$ cat src/rtl/fetch_unit.sv
// RV32I instruction fetch: PC, single-outstanding req/gnt/rvalid to imem, IR handshake to decode.
// Optional FETCH_MISALIGN_TRAP_EN: misaligned redirects raise a sticky trap instead of being aligned.
module fetch_unit #(
  parameter logic [31:0] RESET_PC = 32'h0000_0000,
  parameter logic [31:0] NOP_INSN = 32'h0000_0013
) (
  input  logic        clk,
  input  logic        rst_n,
  output logic        imem_req,
  output logic [31:0] imem_addr,
  input  logic        imem_gnt,
  input  logic        imem_rvalid,
  input  logic [31:0] imem_rdata,
  output logic [31:0] ir,
  output logic [31:0] ir_pc,
  output logic        ir_valid,
  input  logic        ir_ready,
  input  logic        redirect_valid,
  input  logic [31:0] redirect_pc
`ifdef FETCH_MISALIGN_TRAP_EN
  , output logic      fetch_misaligned
`endif
);

  localparam logic [2:0] S_IDLE  = 3'd0;
  localparam logic [2:0] S_REQ   = 3'd1;
  localparam logic [2:0] S_WAIT  = 3'd2;
  localparam logic [2:0] S_HOLD  = 3'd3;
  localparam logic [2:0] S_DRAIN = 3'd4;
  localparam logic [2:0] S_TRAP  = 3'd5;

  logic [2:0]  r_state;
  logic [31:0] r_pc;
  logic [31:0] r_ir;
  logic [31:0] r_ir_pc;
  logic        r_ir_valid;

  logic [31:0] w_redir_pc;
  logic        w_trap_req;
  logic        w_outstanding;
  logic [2:0]  w_drain_exit;

`ifdef FETCH_MISALIGN_TRAP_EN
  logic r_misaligned;

  assign w_redir_pc       = redirect_pc;
  assign w_trap_req       = |redirect_pc[1:0];
  assign w_drain_exit     = r_misaligned ? S_TRAP : S_REQ;
  assign fetch_misaligned = r_misaligned;

  always_ff @(posedge clk or negedge rst_n) begin
    if (!rst_n)
      r_misaligned <= 1'b0;
    else if (redirect_valid)
      r_misaligned <= w_trap_req;
  end
`else
  assign w_redir_pc   = redirect_pc & 32'hFFFF_FFFC;
  assign w_trap_req   = 1'b0;
  assign w_drain_exit = S_REQ;
`endif

  // A request is still owed an rvalid after this edge if it is granted now,
  // or if we are already waiting and the data has not arrived yet.
  assign w_outstanding = ((r_state == S_REQ) && imem_gnt) ||
                         (((r_state == S_WAIT) || (r_state == S_DRAIN)) && !imem_rvalid);

  always_ff @(posedge clk or negedge rst_n) begin
    if (!rst_n) begin
      r_state    <= S_IDLE;
      r_pc       <= RESET_PC;
      r_ir       <= NOP_INSN;
      r_ir_pc    <= 32'h0000_0000;
      r_ir_valid <= 1'b0;
    end else if (redirect_valid) begin
      r_pc       <= w_redir_pc;
      r_ir       <= NOP_INSN;
      r_ir_valid <= 1'b0;
      if (w_outstanding)
        r_state <= S_DRAIN;
      else if (w_trap_req)
        r_state <= S_TRAP;
      else
        r_state <= S_REQ;
    end else begin
      case (r_state)
        S_IDLE: r_state <= S_REQ;
        S_REQ: begin
          if (imem_gnt)
            r_state <= S_WAIT;
        end
        S_WAIT: begin
          if (imem_rvalid) begin
            r_ir       <= imem_rdata;
            r_ir_pc    <= r_pc;
            r_ir_valid <= 1'b1;
            r_pc       <= r_pc + 32'd4;
            r_state    <= S_HOLD;
          end
        end
        S_HOLD: begin
          if (ir_ready) begin
            r_ir_valid <= 1'b0;
            r_state    <= S_REQ;
          end
        end
        S_DRAIN: begin
          if (imem_rvalid)
            r_state <= w_drain_exit;
        end
        S_TRAP:  r_state <= S_TRAP;
        default: r_state <= S_IDLE;
      endcase
    end
  end

  assign imem_req  = (r_state == S_REQ);
  assign imem_addr = r_pc;
  assign ir        = r_ir;
  assign ir_pc     = r_ir_pc;
  assign ir_valid  = r_ir_valid;

endmodule

$ cat config.mk
export PLATFORM = sky130hd
export DESIGN_NAME = fetch_unit
export DESIGN_NICKNAME = d
export VERILOG_FILES = /design/src/rtl/fetch_unit.sv
export SDC_FILE = /design/constraint.sdc
export NUM_CORES = 1
export LEC_CHECK = 0
export BUFFER_PORTS_ARGS = -buffer_cell sky130_fd_sc_hd__clkbuf_2
export CORE_MARGIN = 8
export CORE_UTILIZATION = 51
export CTS_BUF_LIST = sky130_fd_sc_hd__clkbuf_4
export DETAILED_ROUTE_END_ITERATION = 8
export GPL_ROUTABILITY_DRIVEN = 0
export GPL_TIMING_DRIVEN = 0
export PLACE_DENSITY = 0.87
export SLEW_MARGIN = 10
export SYNTH_ARGS = -nofsm -noshare
export SYNTH_HDL_FRONTEND = slang
export SYNTH_SLANG_ARGS = --single-unit
$ cat constraint.sdc
create_clock -name clk -period 2.6 [get_ports clk]
set_clock_uncertainty 0.15 [all_clocks]
set_input_delay 0.52 -clock clk [delete_from_list [all_inputs] [get_ports clk]]
set_output_delay 0.52 -clock clk [all_outputs]
set_load 0.005 [all_outputs]
### Yosys cells after proc, flatten, opt, wreduce, memory -nomap -nowiden

Index checks and enable logic that the tools add are counted.
W data, S select, Z words.

| storage, ports and cells | value |
|---|---|
| logic and storage cells | 46 |
| output and inout port bits | 98 |
| register bits after elaboration | 100 |

| operators by class | value |
|---|---|
| equality and inequality tests | 9 |
| multiplexer cells | 17 |
| reduce and logical (&&, ||, !) cells | 13 |
| add/sub/neg operators | 1 |
| bitwise gates (word level) | 1 |

Operator list:

| kind | count |
|---|---|
| $mux W32 | 6 |
| $add A32 B3 Y32 const B | 1 |
| $mux W3 | 6 |
| $pmux W3 S6 | 1 |
| $ne A3 B3 Y1 const B | 3 |
| $eq A3 B2 Y1 const B | 2 |
| $eq A3 B3 Y1 const B | 2 |
| $reduce_and A3 Y1 | 2 |
| $reduce_and A4 Y1 | 1 |
| $reduce_bool A2 Y1 | 2 |
| $eq A3 B1 Y1 const B | 1 |
| $logic_not A3 Y1 | 1 |
| $mux W1 | 3 |
| $ne A3 B1 Y1 const B | 1 |
| $reduce_bool A3 Y1 | 1 |
| $logic_and A1 B1 Y1 | 2 |
| $logic_or A1 B1 Y1 | 2 |
| $pmux W1 S2 | 1 |
| $reduce_and A2 Y1 | 1 |
| $logic_not A1 Y1 | 1 |
| $not A1 Y1 | 1 |

### Depth between registers and ports, before layout

| logic depth | value |
|---|---|
| depth after elaboration | 6 |
| mapped depth | 7 |
| depth with buffers taken out | 5 |

### Least setup slack after synthesis

Ideal clock, no wire load.

| path | value |
|---|---|
| path kind | flip-flop to flip-flop |
| from | register r_state[2] |
| to | register r_pc[20] (netlist: imem_addr[20]) |
| path slack | 0.348 ns |
| data arrival time | 2.020 ns |
| path buffers | 2 |
| period minus slack after synthesis | 2.252 ns |
| stages on the path, launching flop included | 7 |
| setup time | 0.082 ns |
| path through | dfrtp_1 -> buf_6 -> nand4bb_4 -> or4_1 -> buf_2 -> or4_1 -> a31oi_1 |

| on the way | value |
|---|---|
| word-level cells in the longest chain between the ends | 3 |

RTL lines:

| element | RTL line | source |
|---|---|---|
| start: declaration | 32 | `logic [2:0] r_state;` |
| start signal: assignment | 109 | `r_state <= w_drain_exit;` |
| $eq A3 B2 Y1 | 86 | `case (r_state)` |
| $reduce_bool A2 Y1 (no line) | - |  |
| $reduce_and A2 Y1 (no line) | - |  |
| end signal: assignment | 76 | `r_pc <= w_redir_pc;` |
| end signal: assignment | 97 | `r_pc <= r_pc + 32'd4;` |
| end: declaration | 33 | `logic [31:0] r_pc;` |

Every way passes these cells.
A chain may end at the register's enable or synchronous reset.

### Worst setup path after layout

| path | value |
|---|---|
| from | register r_state[0] |
| to | register r_pc[18] (netlist: imem_addr[18]) |

The elaborated chain is that of the path after synthesis.

==> impl_metrics.yaml <==
synthesis:
  synth_seq_cells: 96
  synth.distinct_cells: 45
  synth-async-reset-ratio_pct: 100
  yosysMostFrequentCell: "dfrtp_1"
  synth.avg_cell_area_sq_um: 10.0
  netlist_instances: 443
  synth_top_area_cell: "dfrtp_1"
  synth_edf_count: 0
  ys.flop_type: "dfrtp_1"
  synth_top_area_share_pct: 52.4
  seq_area_frac_synth_pct: 54.2
  syn-cell-area_sq_um: 4440
  ys.warnings.count: 0
  yosys-top-cells-count: "dfrtp_1, nand2_1, a21oi_1"
  synthTopCellsByArea: "dfrtp_1, nand2_1, mux2_2, a21oi_1, or4_1"
cells_and_area:
  drive_gt1_share_pct: 36.0
  areaGrowthSynthToFinish_pct: 24.8
  antenna_cells: 0
  fin_util_pct: 64.5
  finalNetCount: 690
detailed_routing:
  ant_nets: 0
  dr_wl_met2_um: 6090
  wl_per_cell_um: 17.2
  top_layer_used: "met4"
  route.detailed.drc: 0
  met1_length_um: 4820
  route.met3.wl_um: 1490
  drtIter0Drc: 171
  drt-vias-per-instance: 5.51
  dr.pass1.iters: 4
  via_count: 4028
  routed_wl_um: 12500
clock_tree:
  cts_tree: "built"
  max-clock-path-buffers: 2
  numCtsBuffers: 9
  clk_pin_slew_ns: 0.15
  clkSinkCount: 96
  worst_skew_pair.late_latency_ns: 0.44
  clockRootBuffer: "clkbuf_4"
  htreeDepth: 3
  postCtsHoldBufs: 0
power_and_ir_drop:
  max-vdd-ir-drop_mv: 0.366
  power_density_nw_per_um2: 662
  p_leak_nw: 2.61
timing:
  rsz0062_at_grt: "false"
  max_slew_margin_pct: 50.2
  whs_ns: -0.0175
  setup_viol: 0
  fmax_mhz: 405
  min_period_over_period_pct: 94.9
  fin_tns_setup_ns: 0
  drv_slew: 0
  worst_pin_slew_ns: 0.747
  hold_viol: 8
  min_period_ns: 2.47
outcome:
  violations: "hold timing"
  status: "finished, violations left"
setup_path:
  r2r_slack_ns: 0.13
  cpPeakStageDelay_ns: 0.56
  critical_path_class: "flop to flop"
  cpMaxStageDelayCell: "or4_1"
  crit_family: "simple AND/OR/NAND/NOR gates"
  cp_num_buf_inv: 2
  cp_data_arrival_time_ns: 2.68
  worstSetupStartpoint: "r_state[0]$_DFFE_PN0P_"
  worst_setup_path_start_kind: "flop"
  cp_cell_sequence: "buf_2 -> nand4bb_4 -> or4_1 -> buf_2 -> or4_1 -> a31oi_1"
  worstSetupEndpointType: "flop"
  critPathMaxFanout: 10
  timing.rr.start: "r_state[0]$_DFFE_PN0P_"
  worstPathRequired_ns: 2.81
die:
  ios: 168
  die_h_um: 109
  die_w_um: 109
  core_area_sq_um: 8590
  std_cell_rows: 34
  initial_core_util_pct: 51.7
  dieArea_sq_um: 12000
global_routing:
  grt_overflow: 0
  first_global_vias: 4138
  grt_pass1_wl_um: 20400
  grt_usage_pct: 21.4
  grt_max_degree: 97
  antenna_found_initial: 0
place:
  dp_hpwl_um: 9490
  io_buffers: 161
worst_hold_path:
  hold_path.class: "input port to async pin"
run:
  cap_violations: 0
## power by group
part	internal, mW	switching [mW]	leakage (nW)
sequential	1.76	0.183	1.23
combinational	0.503	0.444	1.31
clock	0.306	0.478	0.0704
## kinds of logic (layout without fill, tap and decap cells)
| logic type | after synthesis | in the layout | synth area share, % |
|---|---|---|---|
| fa+ha+maj | 1 | 1 | 0.282 |
| buf+inv | 38 | 215 | 4.00 |
| flops | 96 | 96 | 54.2 |
| mux | 31 | 31 | 7.83 |
| simple gates | 181 | 181 | 20.5 |
| other cells | 1 | 4 | 0.0844 |
| compound gates | 83 | 83 | 10.8 |
| xor+xnor | 12 | 12 | 2.37 |
## path summary, 6_finish.rpt
kind,depth (start not counted),to
worst max-delay path,6,imem_addr[18]$_DFFE_PN0P_
worst min-delay path,1,ir_pc[14]$_DFFE_PN0P_
worst max register to register,6,imem_addr[18]$_DFFE_PN0P_
worst min register to register,2,ir[4]$_DFFE_PN1P_
max in group asynchronous,1,ir[27]$_DFFE_PN0P_
min in group clk,3,ir[4]$_DFFE_PN1P_
## layout make-up
type / instances / area (sq um)
clock buffers: 11 / 82.6
multi-input cells: 312 / 1880
repair buffers: 162 / 822
fillers: 706 / 3050
inverters: 4 / 15.0
flip-flops and latches: 96 / 2410
well taps: 108 / 135
plain buffers: 34 / 163
clock inverters: 4 / 46.3
## layer usage
metal / GRT usage [%] / up-vias
li1: - / 1919
met1: 25.7 / 1924
met2: 35.0 / 174
met3: 7.91 / 11
met4: 6.75 / 0
met5: 0 / -
## what timing repair did
item	in CTS	in global routing
endpoints found under the setup margin	0	7
buffers inserted	0	1
resized for setup	0	1
## registers in the layout (all words and copies together) (netlist names)
name       count
ir_valid       1
imem_addr     30
ir            32
ir_pc         30
r_state        3
## layout by cell type (no fill, tap or decap), types with 5 or more instances in the layout
cell and n:
xor2_1 5, nand4_1 10, buf_4 5, nand3_1 9, or3_1 5, clkbuf_4 11, nor2_1 18, clkbuf_2 161
xnor2_1 7, nor3_1 6, clkbuf_1 20, a31oi_1 16, mux2_2 30, or4_1 18, a21oi_1 32, o21ai_0 18
nand2_1 92, o31ai_1 12, dfrtp_1 93
## per-stage QoR
| stage | power (mW) | area (sq um) | setup slack, ns | cells | hold slack (ns) |
|---|---|---|---|---|---|
| floorplan | 2.44 | 4450 | 0.348 | 446 | 0.0744 |
| global placement | 2.89 | 5400 | -0.265 | 715 | 0.324 |
| detailed placement | 2.93 | 5400 | 0.0689 | 715 | 0.328 |
| CTS | 3.70 | 5530 | 0.0868 | 730 | 0.00994 |
| global route | 3.88 | 5550 | 0.0158 | 731 | 0.0315 |
| finish | 3.67 | 5550 | 0.133 | 731 | -0.0175 |
Power figures use the tool's default switching activity.
